===== src/rtl/block_words.sv =====
// block_words: 128-bit block to 32-bit word serialiser (least-significant word first).
// A block is taken on the block_valid/block_ready handshake and then emitted one word
// per word_valid/word_ready handshake. A new block may load on the same edge that the
// last word of the current block leaves, so back-to-back blocks stream with no bubble.
// Optional build macro BLOCK_WORDS_LAST_EN adds the word_last output.
module block_words #(
  parameter int unsigned WORD_W = 32,
  parameter int unsigned WORDS  = 4
) (
  input  logic                     clk,
  input  logic                     rst_n,
  input  logic                     block_valid,
  output logic                     block_ready,
  input  logic [WORD_W*WORDS-1:0]  block,
  output logic                     word_valid,
  input  logic                     word_ready,
  output logic [WORD_W-1:0]        word
`ifdef BLOCK_WORDS_LAST_EN
  ,
  output logic                     word_last
`endif
);

  localparam int unsigned      IDX_W    = (WORDS > 1) ? $clog2(WORDS) : 1;
  localparam logic [IDX_W-1:0] LAST_IDX = IDX_W'(WORDS - 1);

  logic [WORD_W*WORDS-1:0] data_q;
  logic [IDX_W-1:0]        idx;
  logic                    full;
  logic                    at_last;
  logic                    word_fire;
  logic                    block_fire;
  logic [WORD_W-1:0]       words [WORDS];

  // Word view of the block register; data_q is cleared when empty, so word reads 0 then.
  for (genvar g = 0; g < WORDS; g++) begin : g_words
    assign words[g] = data_q[g*WORD_W +: WORD_W];
  end

  assign at_last     = (idx == LAST_IDX);
  assign word_fire   = full && word_ready;
  // Ready while empty, or while the final word is leaving this cycle.
  assign block_ready = !full || (word_ready && at_last);
  assign block_fire  = block_valid && block_ready;
  assign word_valid  = full;

`ifdef BLOCK_WORDS_LAST_EN
  assign word_last = full && at_last;
`endif

  // Output word mux selected by the current index.
  always_comb begin
    word = words[idx];
  end

  // Block load takes priority; otherwise advance or retire on each word handshake.
  always_ff @(posedge clk or negedge rst_n) begin
    if (!rst_n) begin
      data_q <= '0;
      idx    <= '0;
      full   <= 1'b0;
    end else if (block_fire) begin
      data_q <= block;
      idx    <= '0;
      full   <= 1'b1;
    end else if (word_fire) begin
      if (at_last) begin
        data_q <= '0;
        idx    <= '0;
        full   <= 1'b0;
      end else begin
        idx <= idx + IDX_W'(1);
      end
    end
  end

endmodule


===== config.mk =====
export PLATFORM = sky130hd
export DESIGN_NAME = block_words
export DESIGN_NICKNAME = d
export VERILOG_FILES = /design/src/rtl/block_words.sv
export SDC_FILE = /design/constraint.sdc
export NUM_CORES = 1
export LEC_CHECK = 0
export BUFFER_PORTS_ARGS = -buffer_cell sky130_fd_sc_hd__clkbuf_2
export CAP_MARGIN = 15
export CORE_MARGIN = 4
export CORE_UTILIZATION = 58
export CTS_BUF_LIST = sky130_fd_sc_hd__clkbuf_16
export CTS_CLUSTER_SIZE = 16
export DETAILED_ROUTE_END_ITERATION = 10
export PLACE_DENSITY = 0.85
export SYNTH_ARGS = -nofsm -noshare
export SYNTH_HDL_FRONTEND = slang
export SYNTH_SLANG_ARGS = --single-unit

===== constraint.sdc =====
create_clock -name clk -period 3 [get_ports clk]
set_input_delay 0.3 -clock clk [delete_from_list [all_inputs] [get_ports clk]]
set_output_delay 0.3 -clock clk [all_outputs]
set_load 0.05 [all_outputs]

# Yosys cells after proc, flatten, opt, wreduce, memory -nomap -nowiden
# Index checks and enable logic that the tools add are counted.
# Widths: inputs -> output; s select.
# word_totals
regBits,131
latch_bits,0
ramBits,0
rom_bits,0
in_bits,132
output_inout_bits,34
elab_cells,27
mem_count,0
# op_classes
n_addsub,1
n_mul,0
n_div,0
order_cmp,1
n_eq_ne,1
shift,0
n_mux,12
n_bitwise,1
n_reduce_logical,8
# ops
op,count
$mux 128,3
$bmux 32 s2,1
$mux 32,2
$mux 2,3
$reduce_bool 2->1,2
$ge 3x3->1 const B,1
$logic_and 1x1->1,3
$mux 1,3
$not 2->3,1
$add 2x1->2 const B,1
$eq 2x2->1 const B,1
$reduce_and 2->1,1
$logic_not 1->1,1
$logic_or 1x1->1,1

# Longest topological paths before layout
# Gate-level depths: netlist (run 1).
# depth
word_depth,6
depth_mapped,5
ltp_nobuf,3

# Worst setup path after synthesis (run 1)
# No wires, ideal clock.
# synth_timing
path_kind,reg-to-output
startpoint,register idx[0]
endpoint,output word[10]
arrival_ps,1402
t_required_ps,2700
slack_ps,1298
stages_incl_launch_ff,4
n_path_buf,2
path_cell_list,dfrtp_1 -> buf_2 -> buf_6 -> mux4_2
# synth_between
elab_chain_len,4
# synth_rtl
item,line_no,rtl
start: declaration,28,logic [IDX_W-1:0] idx;
start signal: assignment,72,idx <= idx + IDX_W'(1);
$not 2->3 (not written as such),53,word = words[idx];
$bmux 32 s2,53,
$mux 32 (not written as such) (2 in series),53,
end: declaration,17,output logic [WORD_W-1:0] word
# Every way passes these cells. The select of a mux whose other input is x is not followed.

# Worst setup path in the final report (run 1)
# layout_timing
startpoint,register idx[0]
endpoint,output word[21]
# Same word-level chain as after synthesis.

==> results of run 1 <==
-- layer usage --
layer / global-route usage (%) / share of wire (%)
met1: 33.3 / 40
met2: 41.0 / 50
met3: 6.26 / 7.7
met4: 8.84 / 1.7
met5: 0 / 0
-- cell type report --
type / instances / area, um2 / area share, %
flip-flops and latches: 131 / 3280 / 41.5
clock inverters: 14 / 82.6 / 1.05
multi-input cells: 301 / 2940 / 37.2
repair buffers: 179 / 1000 / 12.7
well taps: 140 / 175 / 2.22
clock buffers: 17 / 425 / 5.38
-- state kept, by name (all words and copies together) (netlist names) --
signal / flops
data_q: 128
word_valid: 1
idx: 2
-- per-stage QoR --
stage          total power [W]  utilization [%]  hold WS, ns  cell area (um2)
3_3_place_gp           0.00671             66.9        0.362             7380
3_5_place_dp           0.00688             66.9        0.370             7380
2_1_floorplan          0.00610                -      0.00441             6660
6_report               0.00863             71.6        0.213             7900
5_1_grt                0.00907             71.6        0.212             7900
4_1_cts                0.00870             71.6        0.189             7900
-- cells in the final DEF, fill, tap and decap left out, types with 3 or more instances in the layout --
cell type,instances
sky130_fd_sc_hd__clkbuf_2,163
sky130_fd_sc_hd__dfrtp_1,130
sky130_fd_sc_hd__and2_1,128
sky130_fd_sc_hd__a32o_1,128
sky130_fd_sc_hd__mux4_2,32
sky130_fd_sc_hd__clkbuf_16,17
sky130_fd_sc_hd__buf_4,10
sky130_fd_sc_hd__clkinv_1,6
sky130_fd_sc_hd__buf_12,5
sky130_fd_sc_hd__inv_1,4
sky130_fd_sc_hd__clkinv_2,3
-- repair_timing --
item | 4_1_cts | 5_1_grt
setup endpoints to repair | 0 | 0
hold buffers | 1 | 0
hold endpoints to repair | 48 | 0
-- worst max path at each step --
stage | from | endpoint | cells after the start
5_1_grt | idx[0]$_DFFE_PN0P_ | word[21] | 3
6_report | idx[0]$_DFFE_PN0P_ | word[21] | 3
2_1_floorplan | idx[0]$_DFFE_PN0P_ | word[10] | 3
3_5_place_dp | idx[0]$_DFFE_PN0P_ | data_q[54]$_DFFE_PN0P_ | 4
4_1_cts | idx[0]$_DFFE_PN0P_ | word[21] | 3
3_3_place_gp | idx[0]$_DFFE_PN0P_ | data_q[29]$_DFFE_PN0P_ | 4
-- worst max-delay path, cell delays in order, from the launching register on --
cell                       delay, ns
sky130_fd_sc_hd__dfrtp_2        0.78
sky130_fd_sc_hd__buf_4          0.34
sky130_fd_sc_hd__mux4_2         0.55
sky130_fd_sc_hd__clkbuf_2       0.26
-- cell families (layout without fill, tap and decap cells) --
family | count (synthesis) | in the layout | synth area share, %
simple gates | 135 | 135 | 13.0
compound gates | 132 | 132 | 19.9
flops | 131 | 131 | 49.2
buf+inv | 65 | 210 | 6.80
mux | 33 | 33 | 11.0
fa+ha+maj | 1 | 1 | 0.188
-- power by group --
group	internal [W]	switching, W	total (W)
clock	0.00110	0.000701	0.00180
combinational	0.00160	0.00226	0.00386
sequential	0.00248	0.000494	0.00298
==> flow_metrics.env, run 1 <==
export IMPL_run_status="finished, final reports clean"
export IMPL_numCtsBuffers=17
export IMPL_regToRegSetupSlack_ns=0.66
export IMPL_synth_edff_count=0
export IMPL_post_cts_repair_setup_buffers=0
export IMPL_route_vias_total=4985
export IMPL_layout_area_overhead_pct=18.6
export IMPL_fin_nets=763
export IMPL_wl_per_cell_um=20.4
export IMPL_floorplan_rows=38
export IMPL_most_frequently_used_cell_type_in_the_post_synthesis_netlist="sky130_fd_sc_hd__dfrtp_1"
export IMPL_drt_pass1_iterations=5
export IMPL_post_synth_most_frequent_cells="sky130_fd_sc_hd__dfrtp_1, sky130_fd_sc_hd__a32o_1, sky130_fd_sc_hd__and2_1"
export IMPL_final_setup_viol_count=0
export IMPL_drt_drc_violations_left=0
export IMPL_min_period_ns=2.65
export IMPL_min_path_type="primary input to register"
export IMPL_worstHoldStart="block[98]"
export IMPL_synth_top_cells_by_area="sky130_fd_sc_hd__dfrtp_1, sky130_fd_sc_hd__a32o_1, sky130_fd_sc_hd__and2_1"
export IMPL_worst_slack_ns=0.349
export IMPL_postSynthRegisterBits=131
export IMPL_cells_after_synth=497
export IMPL_max_cap_violations=0
export IMPL_detail_route_antenna_nets=0
export IMPL_placeableCoreArea_um2=11000
export IMPL_final_routed_wirelength_across_all_metal_layers_um=16000
export IMPL_antenna_found_initial=0
export IMPL_netlist_area_um2=6660
export IMPL_ys_flop_type="sky130_fd_sc_hd__dfrtp_1"
export IMPL_worst_slew_pin_transition_ns=0.991
export IMPL_synthArstFlopShare_pct=100
export IMPL_clkLatencyLatePin_ns=0.41
export IMPL_crit_arrival_ns=2.35
export IMPL_min_delay_path_depth=3
export IMPL_insertedDiodeCount=0
export IMPL_leakage_nw=3.60
export IMPL_slew_violations=0
export IMPL_critical_path_fanouts_max=21
export IMPL_synth_avg_cell_area_um2=13.4
export IMPL_yosysSeqAreaShare_pct=49.2
export IMPL_grt_pass1_vias=5154
export IMPL_worst_ir_drop_vdd_uv=712
export IMPL_clock_sinks=131
export IMPL_synthesized_nets=630
export IMPL_tns_ns=0
export IMPL_yosysWarnings=0
export IMPL_synthDominantAreaCellType="sky130_fd_sc_hd__dfrtp_1"
export IMPL_floorplan_initialDensity_pct=60.4
export IMPL_vias_per_cell=6.37
export IMPL_crit_reg2reg_capture="data_q[54]$_DFFE_PN0P_"
export IMPL_layout_drive_gt1_share_pct=36.9
export IMPL_chipWidth_um=115
export IMPL_ios=166
export IMPL_finalWeightedCongestion=0.792
export IMPL_clkSlewWorstSetupHoldPaths_ns=0.05
export IMPL_dp_hpwl_um=10400
export IMPL_slew_headroom_pct=33.9
export IMPL_clock_fmax_mhz=377
export IMPL_post_synth_top_area_fraction_pct=49.2
export IMPL_final_cell_count_no_fill=782
export IMPL_hold_critical_path_endpoint="data_q[98]$_DFFE_PN0P_"
export IMPL_fp_dieArea_um2=13300
export IMPL_io_buffers=165
export IMPL_cts_htree_levels=4
export IMPL_crit_type="register to output port"
export IMPL_dp_cells=750
export IMPL_fin_worst_skew_ns=0.00456
export IMPL_cts_repair_resize_count=0
export IMPL_clock_path_buffers=2
export IMPL_regToRegStartpoint="idx[0]$_DFFE_PN0P_"
export IMPL_die_height_um=115
export IMPL_gr_total_overflow=0
export IMPL_critical_path_startpoint_type="register"
export IMPL_detail_route_iter0_violations=508
export IMPL_post_route_period_util_pct=88.4
export IMPL_cp_required_ns=2.70
export IMPL_global_route_wire_length_before_repair_um=26000
export IMPL_grt_use_total_pct=25.2
export IMPL_critical_path_endpoint_type="output port"
export IMPL_rsz0062_at_grt="no"
export IMPL_yosys_cell_types_count=23
export IMPL_tritoncts="built"
export IMPL_filler_cell_count=777
export IMPL_ff2ff_path_depth=4
export IMPL_pwr_density_cell_nw_per_um2=1090
export IMPL_clockRootBuffer="sky130_fd_sc_hd__clkbuf_16"
export IMPL_hold_violations=0
export IMPL_dp_worst_setup_slack_ns=0.703
export IMPL_grt_max_degree=133
Power figures use the tool's default switching activity.
==> inputs of run 2 (changes only) <==
--- a/config.mk
+++ b/config.mk
@@ -8,11 +8,12 @@
 export BUFFER_PORTS_ARGS = -buffer_cell sky130_fd_sc_hd__clkbuf_2
 export CAP_MARGIN = 15
 export CORE_MARGIN = 4
-export CORE_UTILIZATION = 58
+export CORE_UTILIZATION = 30
 export CTS_BUF_LIST = sky130_fd_sc_hd__clkbuf_16
 export CTS_CLUSTER_SIZE = 16
 export DETAILED_ROUTE_END_ITERATION = 10
-export PLACE_DENSITY = 0.85
+export GPL_ROUTABILITY_DRIVEN = 0
+export PLACE_DENSITY = 0.49
 export SYNTH_ARGS = -nofsm -noshare
 export SYNTH_HDL_FRONTEND = slang
 export SYNTH_SLANG_ARGS = --single-unit
==> flow_metrics.env, run 2 (synthesized netlist as in run 1, its figures left out) <==
export IMPL_final_cell_area_um2=8230
export IMPL_floorplan_rows=54
export IMPL_worstPathCellList="buf_4 > mux4_2 > clkbuf_2"
export IMPL_clkLatencyLatePin_ns=0.41
export IMPL_clock_sinks=131
export IMPL_globalRouteMet2Util_pct=22.7
export IMPL_fin_nets=761
export IMPL_io_buffers=165
export IMPL_critical_path_endpoint_type="output port"
export IMPL_placeableCoreArea_um2=21800
export IMPL_min_path_type="primary input to register"
export IMPL_tns_ns=0
export IMPL_route_vias_total=4872
export IMPL_max_cap_violations=0
export IMPL_hold_violations=0
export IMPL_met1_usage_pct=19.9
export IMPL_layout_drive_gt1_share_pct=38.1
export IMPL_dp_hpwl_um=11200
export IMPL_clock_path_buffers=2
export IMPL_gr_total_overflow=0
export IMPL_post_route_util_pct=37.7
export IMPL_rsz0062_at_grt="no"
export IMPL_slew_headroom_pct=40.2
export IMPL_dpl_cell_area_um2=7560
export IMPL_antenna_found_initial=1
export IMPL_fp_dieArea_um2=24600
export IMPL_numCtsBuffers=17
export IMPL_slew_violations=0
export IMPL_insertedDiodeCount=0
export IMPL_cts_htree_levels=4
export IMPL_clock_fmax_mhz=408
export IMPL_worst_slack_ns=0.551
export IMPL_grt_use_total_pct=14.6
export IMPL_crit_path_max_incr_delay_ns=0.64
export IMPL_clockRootBuffer="sky130_fd_sc_hd__clkbuf_16"
export IMPL_pwr_density_cell_nw_per_um2=1110
export IMPL_grt_busiest_layer="met2"
export IMPL_chipWidth_um=157
export IMPL_grt_pass1_vias=5267
export IMPL_tritoncts="built"
export IMPL_critical_path_fanouts_max=21
export IMPL_min_period_ns=2.45
export IMPL_final_setup_viol_count=0
export IMPL_floorplan_initialDensity_pct=30.5
export IMPL_critical_path_startpoint_type="register"
export IMPL_leakage_nw=3.64
export IMPL_die_height_um=157
export IMPL_timing_critical_path_slowest_stage_cell="sky130_fd_sc_hd__dfrtp_2"
export IMPL_post_route_period_util_pct=81.6
export IMPL_crit_type="register to output port"
export IMPL_mostFrequentLayoutCell="sky130_fd_sc_hd__clkbuf_2"
export IMPL_largest_register="data_q"
export IMPL_worst_hold_slack_ns=0.211
export IMPL_detail_route_iter0_violations=255
export IMPL_largest_reg_flops=128
export IMPL_dp_worst_setup_slack_ns=0.909
export IMPL_cts_repair_resize_count=0
export IMPL_worst_slew_pin_transition_ns=0.897
export IMPL_ios=166
export IMPL_cpLargestDelayFamily="buffers and inverters"
export IMPL_use_met3_pct=4.56
export IMPL_crit_arrival_ns=2.15
export IMPL_global_route_wire_length_before_repair_um=28700
export IMPL_clkSlewWorstSetupHoldPaths_ns=0.06
export IMPL_drt_pass1_iterations=6
export IMPL_path_buf_inv=2
export IMPL_mostFrequentLayoutCells="sky130_fd_sc_hd__clkbuf_2, sky130_fd_sc_hd__dfrtp_1, sky130_fd_sc_hd__and2_1, sky130_fd_sc_hd__a32o_1, sky130_fd_sc_hd__mux4_2"
export IMPL_layout_area_overhead_pct=23.6
export IMPL_final_routed_wirelength_across_all_metal_layers_um=17900
export IMPL_wl_per_cell_um=19.4
export IMPL_worst_ir_drop_vdd_uv=516
export IMPL_fin_worst_skew_ns=0.00658
export IMPL_run_status="finished, final reports clean"
export IMPL_drt_drc_violations_left=0
export IMPL_grt_max_degree=133
export IMPL_vias_per_cell=5.29
export IMPL_cp_required_ns=2.70
export IMPL_detail_route_antenna_nets=0
run 2: cell types whose count changed in the layout (fill, tap and decap cells not counted), sizes merged:
cell      before  now
bufinv         1    6
clkinv         9    7
clkinvlp       0    2
buf           15   14
clkbuf       180  179
inv            4    0
run 2: per-stage QoR:
stage                     std cells  total power, W
after global routing            921         0.00967
after detailed placement        888         0.00693
final                           921         0.00917
after floorplan                 497         0.00610
after global placement          888         0.00684
after CTS                       921         0.00932
run 2: routing by layer:
metal | wire length (um) | vias up
met4 | 165 | 2
li1 | - | 2207
met1 | 8090 | 2523
met3 | 1090 | 13
met2 | 8540 | 127
met5 | 13 | -
run 2: timing repair:
action | in CTS | in global routing
buffers inserted | 0 | 0
hold endpoints to repair | 59 | 0
hold buffers | 1 | 0
run 2: final timing paths:
path	startpoint	endpoint	slack [ns]	cells past startpoint
setup / recovery	idx[1]$_DFFE_PN0P_	word[7]	0.55	3
max in group asynchronous	rst_n	data_q[88]$_DFFE_PN0P_	1.80	3
hold / removal	block[93]	data_q[93]$_DFFE_PN0P_	0.21	3
hold reg to reg	data_q[68]$_DFFE_PN0P_	data_q[68]$_DFFE_PN0P_	0.51	1
setup reg to reg	idx[1]$_DFFE_PN0P_	data_q[117]$_DFFE_PN0P_	0.87	4
min in group asynchronous	rst_n	data_q[74]$_DFFE_PN0P_	0.43	2
run 2: cell type report:
cell class / instances / area (um2)
sequential: 131 / 3280
tap: 280 / 350
fill: 2155 / 13600
timing repair buffer: 177 / 1000
clock buffer: 17 / 425
multi-input combinational: 301 / 2940
clock inverter: 15 / 238
run 2: where the power goes:
part           switching (W)  total (W)  internal, W
Clock               0.000787    0.00234      0.00155
Sequential          0.000422    0.00290      0.00248
Combinational        0.00234    0.00393      0.00159
run 2: tightest hold or removal path: cells and delay by family:
family | cells | cell delay, ns
AOI/OAI and AO/OA | 1 | 0.11
and+or+nand+nor | 1 | 0.11
buffers and inverters | 1 | 0.07
